===== config.mk =====
export PLATFORM = sky130hd
export DESIGN_NAME = shot_slot_scheduler_flat
export DESIGN_NICKNAME = d
export VERILOG_FILES = /design/src/rtl/shot_slot_scheduler_if.sv /design/src/rtl/shot_slot_scheduler.sv /design/src/flat_wrapper.sv
export SDC_FILE = /design/constraint.sdc
export NUM_CORES = 1
export LEC_CHECK = 0
export CAP_MARGIN = 20
export CORE_ASPECT_RATIO = 1.2
export CORE_UTILIZATION = 45
export DETAILED_ROUTE_END_ITERATION = 16
export GPL_ROUTABILITY_DRIVEN = 1
export PLACE_DENSITY = 0.75
export SLEW_MARGIN = 20
export SYNTH_ARGS = -nofsm -noshare
export SYNTH_HDL_FRONTEND = slang
export SYNTH_SLANG_ARGS = --single-unit
export TNS_END_PERCENT = 30

===== constraint.sdc =====
create_clock -name clk -period 1.6 [get_ports clk]
set_input_delay 0.4 -clock clk [delete_from_list [all_inputs] [get_ports clk]]
set_output_delay 0.4 -clock clk [all_outputs]
set_load 0.05 [all_outputs]

===== src/rtl/shot_slot_scheduler_if.sv =====
// Bundle between player input, the shot mover pool and the shot slot scheduler.
// master drives fire/frame/slot status; slave (the scheduler) drives launch and status outputs.
interface shot_slot_scheduler_if #(
    parameter int unsigned NUM_SLOTS = 4
);
    logic                 startOfFrame;
    logic                 pause;
    logic                 fireRequest;
    logic [2:0]           shotDirection;
    logic [NUM_SLOTS-1:0] slotFree;
    logic [NUM_SLOTS-1:0] triggerShot;
    logic [2:0]           shotDirOut;
    logic                 shotDropped;
    logic                 coolingDown;
    logic [7:0]           shotsFired;
    logic [3:0]           ammo;

    modport master (
        output startOfFrame, pause, fireRequest, shotDirection, slotFree,
        input  triggerShot, shotDirOut, shotDropped, coolingDown, shotsFired, ammo
    );

    modport slave (
        input  startOfFrame, pause, fireRequest, shotDirection, slotFree,
        output triggerShot, shotDirOut, shotDropped, coolingDown, shotsFired, ammo
    );
endinterface


===== src/rtl/shot_slot_scheduler.sv =====
// Round-robin shot slot scheduler with per-frame cooldown between grants.
// Optional ammo/reload feature is built when SHOT_AMMO_EN is defined.
module shot_slot_scheduler #(
    parameter int unsigned NUM_SLOTS       = 4,
    parameter int unsigned COOLDOWN_FRAMES = 6,
    parameter int unsigned AMMO_MAX        = 10
`ifdef SHOT_AMMO_EN
    ,
    parameter int unsigned RELOAD_FRAMES   = 30
`endif
) (
    input logic                  clk,
    input logic                  reset,
    shot_slot_scheduler_if.slave bus
);
    localparam int unsigned SlotW = $clog2(NUM_SLOTS);
    localparam logic [SlotW:0] NumSlotsW = (SlotW + 1)'(NUM_SLOTS);

    localparam logic [1:0] IDLE     = 2'd0;
    localparam logic [1:0] GRANT    = 2'd1;
    localparam logic [1:0] COOLDOWN = 2'd2;

    logic [1:0]       state_q, state_d;
    logic             fire_q;
    logic             fire_edge;
    logic             frame_tick;
    logic [SlotW-1:0] rr_ptr_q;
    logic [SlotW-1:0] slot_q;
    logic [SlotW-1:0] pick;
    logic             any_free;
    logic [2:0]       dir_q;
    logic [7:0]       cd_cnt_q;
    logic [7:0]       shots_q;
    logic             dropped_q, dropped_d;
    logic [3:0]       ammo_q;
    logic             ammo_ok;

    assign fire_edge  = bus.fireRequest & ~fire_q;
    assign frame_tick = bus.startOfFrame & ~bus.pause;

    // Scan from the highest offset down so the slot nearest rr_ptr_q wins.
    always_comb begin
        logic [SlotW:0] idx;
        idx      = '0;
        pick     = '0;
        any_free = 1'b0;
        for (int i = NUM_SLOTS - 1; i >= 0; i--) begin
            idx = {1'b0, rr_ptr_q} + (SlotW + 1)'(i);
            if (idx >= NumSlotsW) idx = idx - NumSlotsW;
            if (bus.slotFree[idx[SlotW-1:0]]) begin
                pick     = idx[SlotW-1:0];
                any_free = 1'b1;
            end
        end
    end

    always_comb begin
        state_d   = state_q;
        dropped_d = 1'b0;
        case (state_q)
            IDLE: begin
                if (fire_edge && !bus.pause) begin
                    if (any_free && ammo_ok) state_d = GRANT;
                    else                     dropped_d = 1'b1;
                end
            end
            GRANT: begin
                state_d = COOLDOWN;
                if (fire_edge && !bus.pause) dropped_d = 1'b1;
            end
            COOLDOWN: begin
                if (frame_tick && cd_cnt_q == 8'd1) state_d = IDLE;
                if (fire_edge && !bus.pause) dropped_d = 1'b1;
            end
            default: state_d = IDLE;
        endcase
    end

    always_ff @(posedge clk) begin
        if (reset) begin
            state_q   <= IDLE;
            fire_q    <= 1'b0;
            rr_ptr_q  <= '0;
            slot_q    <= '0;
            dir_q     <= 3'd0;
            cd_cnt_q  <= 8'd0;
            shots_q   <= 8'd0;
            dropped_q <= 1'b0;
        end else begin
            state_q   <= state_d;
            fire_q    <= bus.fireRequest;
            dropped_q <= dropped_d;
            if (state_q == IDLE && state_d == GRANT) begin
                slot_q <= pick;
                dir_q  <= bus.shotDirection;
            end
            if (state_q == GRANT) begin
                rr_ptr_q <= (slot_q == SlotW'(NUM_SLOTS - 1)) ? '0 : slot_q + 1'b1;
                cd_cnt_q <= 8'(COOLDOWN_FRAMES);
                if (shots_q != 8'hFF) shots_q <= shots_q + 8'd1;
            end else if (state_q == COOLDOWN && frame_tick) begin
                cd_cnt_q <= cd_cnt_q - 8'd1;
            end
        end
    end

`ifdef SHOT_AMMO_EN
    localparam int unsigned RelW = $clog2(RELOAD_FRAMES + 1);

    logic [RelW-1:0] reload_q;
    logic            reload_wrap;
    logic            refill;
    logic            spend;

    assign reload_wrap = (reload_q == RelW'(RELOAD_FRAMES - 1));
    assign refill      = frame_tick && reload_wrap && (ammo_q < 4'(AMMO_MAX));
    assign spend       = (state_q == GRANT);
    assign ammo_ok     = (ammo_q != 4'd0);

    // Reload timer free-runs on unpaused frames; a simultaneous spend and refill cancel.
    always_ff @(posedge clk) begin
        if (reset) begin
            ammo_q   <= 4'(AMMO_MAX);
            reload_q <= '0;
        end else begin
            if (frame_tick) reload_q <= reload_wrap ? '0 : reload_q + 1'b1;
            if (spend && !refill)      ammo_q <= ammo_q - 4'd1;
            else if (refill && !spend) ammo_q <= ammo_q + 4'd1;
        end
    end
`else
    assign ammo_q  = 4'(AMMO_MAX);
    assign ammo_ok = 1'b1;
`endif

    always_comb begin
        bus.triggerShot = '0;
        if (state_q == GRANT) bus.triggerShot[slot_q] = 1'b1;
    end

    assign bus.shotDirOut  = (state_q == GRANT) ? dir_q : 3'd0;
    assign bus.shotDropped = dropped_q;
    assign bus.coolingDown = (state_q == COOLDOWN);
    assign bus.shotsFired  = shots_q;
    assign bus.ammo        = ammo_q;
endmodule


===== src/flat_wrapper.sv =====
// flat-port wrapper written by rule: the top's interface ports become plain ports
module shot_slot_scheduler_flat 
#(
    parameter int unsigned NUM_SLOTS       = 4,
    parameter int unsigned COOLDOWN_FRAMES = 6,
    parameter int unsigned AMMO_MAX        = 10

)
  (clk, reset, bus_startOfFrame, bus_pause, bus_fireRequest, bus_shotDirection, bus_slotFree, bus_triggerShot, bus_shotDirOut, bus_shotDropped, bus_coolingDown, bus_shotsFired, bus_ammo);
  shot_slot_scheduler_if #(.NUM_SLOTS(NUM_SLOTS)) bus_i ();
  input logic clk;
  input logic reset;
  input wire logic [$bits(bus_i.startOfFrame)-1:0] bus_startOfFrame;
  input wire logic [$bits(bus_i.pause)-1:0] bus_pause;
  input wire logic [$bits(bus_i.fireRequest)-1:0] bus_fireRequest;
  input wire logic [$bits(bus_i.shotDirection)-1:0] bus_shotDirection;
  input wire logic [$bits(bus_i.slotFree)-1:0] bus_slotFree;
  output wire logic [$bits(bus_i.triggerShot)-1:0] bus_triggerShot;
  output wire logic [$bits(bus_i.shotDirOut)-1:0] bus_shotDirOut;
  output wire logic [$bits(bus_i.shotDropped)-1:0] bus_shotDropped;
  output wire logic [$bits(bus_i.coolingDown)-1:0] bus_coolingDown;
  output wire logic [$bits(bus_i.shotsFired)-1:0] bus_shotsFired;
  output wire logic [$bits(bus_i.ammo)-1:0] bus_ammo;
  assign bus_i.startOfFrame = bus_startOfFrame;
  assign bus_i.pause = bus_pause;
  assign bus_i.fireRequest = bus_fireRequest;
  assign bus_i.shotDirection = bus_shotDirection;
  assign bus_i.slotFree = bus_slotFree;
  assign bus_triggerShot = bus_i.triggerShot;
  assign bus_shotDirOut = bus_i.shotDirOut;
  assign bus_shotDropped = bus_i.shotDropped;
  assign bus_coolingDown = bus_i.coolingDown;
  assign bus_shotsFired = bus_i.shotsFired;
  assign bus_ammo = bus_i.ammo;
  shot_slot_scheduler #(.NUM_SLOTS(NUM_SLOTS), .COOLDOWN_FRAMES(COOLDOWN_FRAMES), .AMMO_MAX(AMMO_MAX)) u_core (.clk(clk), .reset(reset), .bus(bus_i));
endmodule

==> results of run 1 <==
==> placed cells by master, fill, tap and decap left out, drive strengths merged, types with 3 or more instances in the layout <==
cell / count
inv: 9
buf: 44
xnor2: 3
nand4: 3
and2: 8
dfxtp: 27
mux2i: 10
nor2: 28
nand2: 11
ha: 11
o21ai: 3
clkbuf: 3
a21oi: 6
xor2: 9
nand3: 5
conb: 4
clkdlybuf4s50: 9
nor4: 4
==> registers in the layout, summed over array words and instances, names as in the netlist <==
name,cells
u_core.rr_ptr_q,2
u_core.dir_q,3
u_core.cd_cnt_q,8
u_core.bus.shotsFired,8
u_core.fire_q,1
u_core.bus.shotDropped,1
u_core.slot_q,2
u_core.state_q,2
==> worst register-to-register path, delay by kind of cell, from the launching register on <==
kind,cells,cell delay [ns]
buffers and inverters,2,0.27
multiplexers,1,0.21
flip-flops,1,0.40
AND/OR/NAND/NOR,3,0.70
==> stage by stage <==
| stage | total power, mW | instance area, um2 | TNS, ns | util [%] | hold slack, ns |
|---|---|---|---|---|---|
| final | 1.42 | 2330 | -0.555 | 75.1 | 0.317 |
| after global routing | 1.49 | 2330 | -1.21 | 75.1 | 0.310 |
| after CTS | 1.39 | 2240 | -0.488 | 71.9 | 0.476 |
| after detailed placement | 1.05 | 2120 | -3.39 | 68.3 | 0.456 |
| after global placement | 1.04 | 2120 | -2.78 | 68.3 | 0.444 |
| after floorplan | 0.932 | 1540 | -0.183 | - | 0.435 |
==> layer usage <==
metal  global-route usage (%)  up-vias
li1                         -      678
met1                     19.7      663
met2                     40.4       29
met3                     2.78        8
met4                     8.65        0
met5                        0        -
==> what timing repair did <==
action	4_1_cts	5_1_grt
endpoints found under the setup margin	16	14
pin swaps	4	5
hold buffers	0	0
gates resized for setup	18	19
setup buffers	4	4
==> power groups by stage <==
stage	logic (mW)	registers [mW]	clock network [mW]
2_1_floorplan	0.186	0.745	0
5_1_grt	0.397	0.734	0.360
6_report	0.369	0.730	0.324
3_5_place_dp	0.311	0.741	0
3_3_place_gp	0.299	0.739	0
4_1_cts	0.341	0.727	0.322
==> layout make-up <==
class / instances / area (um2)
inverter: 9 / 43.8
tap: 36 / 45.0
multi-input combinational: 129 / 987
clock buffer: 3 / 22.5
fill: 221 / 776
sequential: 27 / 558
clock inverter: 1 / 8.76
timing repair buffer: 55 / 669
==> cells by family (layout without fill, tap and decap cells) <==
logic type / after synthesis / in the layout / share of synthesized area (%)
AOI/OAI and AO/OA: 16 / 16 / 6.98
DFF: 27 / 27 / 35.9
xor gates and xnor gates: 12 / 12 / 6.98
buffers and inverters: 18 / 68 / 5.49
and+or+nand+nor: 76 / 76 / 28.3
other: 2 / 4 / 0.499
muxes: 10 / 10 / 6.65
adders and majority gates: 11 / 11 / 9.14
==> worst min path at each step <==
stage	cells past startpoint	endpoint	start
global route	2	u_core.fire_q	bus_fireRequest
finish	2	u_core.fire_q	bus_fireRequest
floorplan	2	u_core.dir_q[1]	u_core.dir_q[1]
detailed placement	2	u_core.dir_q[1]	u_core.dir_q[1]
global placement	2	u_core.dir_q[0]	u_core.dir_q[0]
CTS	2	u_core.dir_q[1]	u_core.dir_q[1]
==> results_dict.tcl, run 1 <==
set metrics [dict create \
    synth_cell_type_count 38 \
    reg2regPathDepth 6 \
    grt_max_degree 18 \
    synth_top_area_cell "dfxtp_1" \
    syn_to_final_growth_pct 55.1 \
    rsz0062_at_grt "yes" \
    diodes 0 \
    drc 0 \
    dr_wl_met2_um 1870 \
    crit_fanout 8 \
    die_h_um 65.4 \
    cts_tree "done" \
    rows 22 \
    cp_slowest_stage_delay_ns 0.40 \
    antenna_found_initial 0 \
    yosysTopAreaCellShare_pct 35.9 \
    r2r-end "u_core.dir_q[1]" \
    startpoint "u_core.state_q[1]" \
    switching_share_pct 30.5 \
    die-area_um2 3580 \
    firstDrtPassIters 4 \
    status "complete, but fails checks" \
    cts_buffer_depth 2 \
    root_buffer "clkbuf_4" \
    crit_type "reg2out" \
    yosys_warnings 0 \
    finalCritPeriodShare_pct 104 \
    cp-end-kind "output port" \
    leakagePower_nw 0.954 \
    synth_area_um2 1510 \
    clk_pin_slew_worst_paths_ns 0.16 \
    switchingPower_uw 434 \
    fp.dieW_um 54.8 \
    seq_area_frac_synth_pct 35.9 \
    clock_latency_ns 0.33 \
    grt_overflow_total 0 \
    crit_cells 4 \
    slew_viol_final 0 \
    highest_layer "met4" \
    yosysMostFrequentCell "nor2_1" \
    dp_cells 248 \
    clock-sinks 27 \
    grt_util_all_layers_pct 20.6 \
    r2r_setup_slack_ns -0.05 \
    wirelength_met1_um 1470 \
    via_count 1378 \
    cp.arrival_ns 1.26 \
    routed_wl_um 3510 \
    min_period_ns 1.66 \
    ys_ff_latch 27 \
    p_clk_share_pct 22.7 \
    critPathLaunchType "flop" \
    p_int_uw 989 \
    antenna_left 0 \
    grt_pass1_vias 1340 \
    portBuffers 28 \
    synth_edf_count 0 \
    routed-wl-met3_um 106 \
    pwr-share-seq_pct 51.3 \
    place_ws_ns -0.454 \
    critPathTopFamily "flip-flops" \
    fin_nets 248 \
    wl_per_cell_um 13.5 \
    place.gp.congestion 0.918 \
    finalClockSkew_ns 0.00434 \
    dp_hpwl_um 2510 \
    io_pins 33 \
    synth_ff_type "dfxtp_1" \
    path_cells "inv_4 -> ha_4 -> and2_4 -> buf_12" \
    drive_gt1_share_pct 37.1 \
    power.density_nw_per_um2 609 \
    initial_core_util_pct 48.4 \
    combPwrFrac_pct 25.9 \
    holdCritPathClass "in2reg" \
    worstPathRequired_ns 1.20 \
    syn-instance-count 172 \
    clock.fmax_mhz 601 \
    rr_startpoint "u_core.state_q[0]" \
    layout.cells.non_filler 260 \
    netlist_top_cells_area "dfxtp_1 (36%), ha_1 (9.1%), nor2_1 (7.0%), mux2i_1 (6.7%), xor2_1 (5.2%)" \
    htree_levels 1 \
    cts_buffers 3 \
    viasPerCell 5.30 \
    synth_common_cells "nor2_1 (28), dfxtp_1 (27), ha_1 (11), nand2_1 (11), mux2i_1 (10)" \
    dr.first_iter.drc_count 24 \
    grt_pass1_wl_um 5430 \
    finalHoldViolations 0 \
    fin_ws_ns -0.0629 \
    setup_viol 12 \
    crit_buf_inv 2 \
    drv_cap 0 \
    cp-endpoint "bus_triggerShot[1]" \
    synth.avg_cell_area_um2 8.75 \
    peakVddDrop_mv 0.520 \
    cpMaxStageDelayCell "dfxtp_4" \
    core-area_um2 3110 \
    async_flop_share_pct 0 \
    violations "setup timing" \
]
No activity file was read; power rests on OpenSTA's default activity.
==> run 2: changes to the inputs <==
--- a/config.mk
+++ b/config.mk
@@ -5,7 +5,7 @@
 export SDC_FILE = /design/constraint.sdc
 export NUM_CORES = 1
 export LEC_CHECK = 0
-export CAP_MARGIN = 20
+export CAP_MARGIN = 0
 export CORE_ASPECT_RATIO = 1.2
 export CORE_UTILIZATION = 45
 export DETAILED_ROUTE_END_ITERATION = 16
==> results of run 2 <==
No change in the layout: final DEF, timing and power equal those of run 1.
==> run 3: changes to the inputs <==
--- a/config.mk
+++ b/config.mk
@@ -6,11 +6,13 @@
 export NUM_CORES = 1
 export LEC_CHECK = 0
 export CAP_MARGIN = 0
+export CELL_PAD_IN_SITES_DETAIL_PLACEMENT = 0
+export CELL_PAD_IN_SITES_GLOBAL_PLACEMENT = 1
 export CORE_ASPECT_RATIO = 1.2
-export CORE_UTILIZATION = 45
+export CORE_UTILIZATION = 33
 export DETAILED_ROUTE_END_ITERATION = 16
 export GPL_ROUTABILITY_DRIVEN = 1
-export PLACE_DENSITY = 0.75
+export PLACE_DENSITY_LB_ADDON = 0.1
 export SLEW_MARGIN = 20
 export SYNTH_ARGS = -nofsm -noshare
 export SYNTH_HDL_FRONTEND = slang
==> run 3 against run 2 <==
Clock skew down 0.0022 ns. Sequential share of layout area down 0.17 points. Sequential power about the same. Clock power up 19%. Highest routed layer unchanged. First-iteration DRC count is 54% higher. The run now ends clean. Largest power group unchanged.
==> results_dict.tcl, run 3 (synthesized netlist as in run 1, its figures left out) <==
set metrics [dict create \
    grt_util_all_layers_pct 14.2 \
    grt_overflow_total 0 \
    portBuffers 28 \
    crit_fanout 9 \
    cts_tree "done" \
    status "completed" \
    setup_viol 0 \
    rows 26 \
    root_buffer "clkbuf_8" \
    grt_max_degree 16 \
    wl_per_cell_um 12.2 \
    holdCritPathClass "reg2reg" \
    via_count 1338 \
    grt_pass1_wl_um 5600 \
    clk_pin_slew_worst_paths_ns 0.09 \
    cts_buffer_depth 2 \
    viasPerCell 4.76 \
    rsz0062_at_grt "yes" \
    dp_hpwl_um 2560 \
    clock.fmax_mhz 628 \
    grt_pass1_vias 1344 \
    finalHoldViolations 0 \
    diodes 0 \
    drv_cap 0 \
    place.gp.congestion 0.807 \
    cp.arrival_ns 1.19 \
    die_h_um 76.0 \
    clock-sinks 27 \
    drc 0 \
    routed_wl_um 3440 \
    clock_latency_ns 0.27 \
    core-area_um2 4330 \
    antenna_left 0 \
    antenna_found_initial 0 \
    peakVddDrop_mv 0.458 \
    cp-end-kind "output port" \
    critPathLaunchType "flop" \
    htree_levels 1 \
    place_ws_ns -0.444 \
    p_total_mw 1.46 \
    drive_gt1_share_pct 36.0 \
    fp.dieW_um 63.7 \
    dr.first_iter.drc_count 37 \
    firstDrtPassIters 4 \
    leakagePower_nw 0.965 \
    r2r_setup_slack_ns 0.02 \
    layout_common_cells "nor2_1 (28), buf_4 (27), dfxtp_1 (20)" \
    crit_type "reg2out" \
    initial_core_util_pct 34.8 \
    layout.cells.non_filler 281 \
    io_pins 33 \
    cts_buffers 3 \
    power.density_nw_per_um2 622 \
    dp_cells 272 \
    finalCritPeriodShare_pct 99.5 \
    slew_viol_final 0 \
    die-area_um2 4840 \
    finalClockSkew_ns 0.00216 \
    fin_ws_ns 0.00877 \
    min_period_ns 1.59 \
    worstPathRequired_ns 1.20 \
    fin_nets 249 \
    mostFrequentLayoutCell "nor2_1" \
    syn_to_final_growth_pct 55.9 \
]
run 3: cell type report:
class                           instances  area [um2]
Tap cell                               56        70.1
Clock inverter                          1        5.00
Multi-Input combinational cell        129         970
Fill cell                             389        1980
Sequential cell                        27         557
Inverter                                9        38.8
Timing Repair Buffer                   56         664
Clock buffer                            3        41.3
run 3: through the flow:
stage | hold slack, ns | utilization, % | TNS, ns | area [um2]
final | 0.466 | 54.2 | 0 | 2350
after global routing | 0.490 | 54.2 | -0.589 | 2350
after CTS | 0.469 | 52.8 | -0.0108 | 2280
after detailed placement | 0.455 | 50.4 | -4.09 | 2180
after global placement | 0.443 | 50.4 | -3.67 | 2180
after floorplan | 0.435 | - | -0.183 | 1540
run 3: worst paths after layout:
kind	from	endpoint	cells past startpoint
worst max-delay path	u_core.state_q[1]	bus_shotDirOut[2]	4
worst min-delay path	u_core.dir_q[0]	u_core.dir_q[0]	2
worst max register to register	u_core.state_q[0]	u_core.dir_q[2]	5
worst min register to register	u_core.dir_q[0]	u_core.dir_q[0]	2
run 3: power breakdown:
part,internal [mW],total [mW],switching [mW]
clock,0.174,0.385,0.211
sequential,0.699,0.730,0.0308
combinational,0.172,0.346,0.174
total,1.04,1.46,0.415
run 3: worst max-delay path: stages (launching register included):
cell and delay (ns):
dfxtp_4 0.37, inv_4 0.08, ha_4 0.19, and2_4 0.17, buf_12 0.13
run 3: what timing repair did:
| item | in CTS | in global routing |
|---|---|---|
| setup buffers | 3 | 2 |
| resized for setup | 20 | 13 |
| setup endpoints to repair | 18 | 16 |
| pin swaps | 4 | 3 |
| hold buffers | 0 | 0 |
run 3: metal layers:
layer | global-route usage, % | up-vias | routed length (um)
met4 | 4.77 | 0 | 50
met1 | 16.4 | 623 | 1490
met3 | 2.84 | 6 | 126
met5 | 0 | - | 0
met2 | 25.3 | 28 | 1770
li1 | - | 681 | -
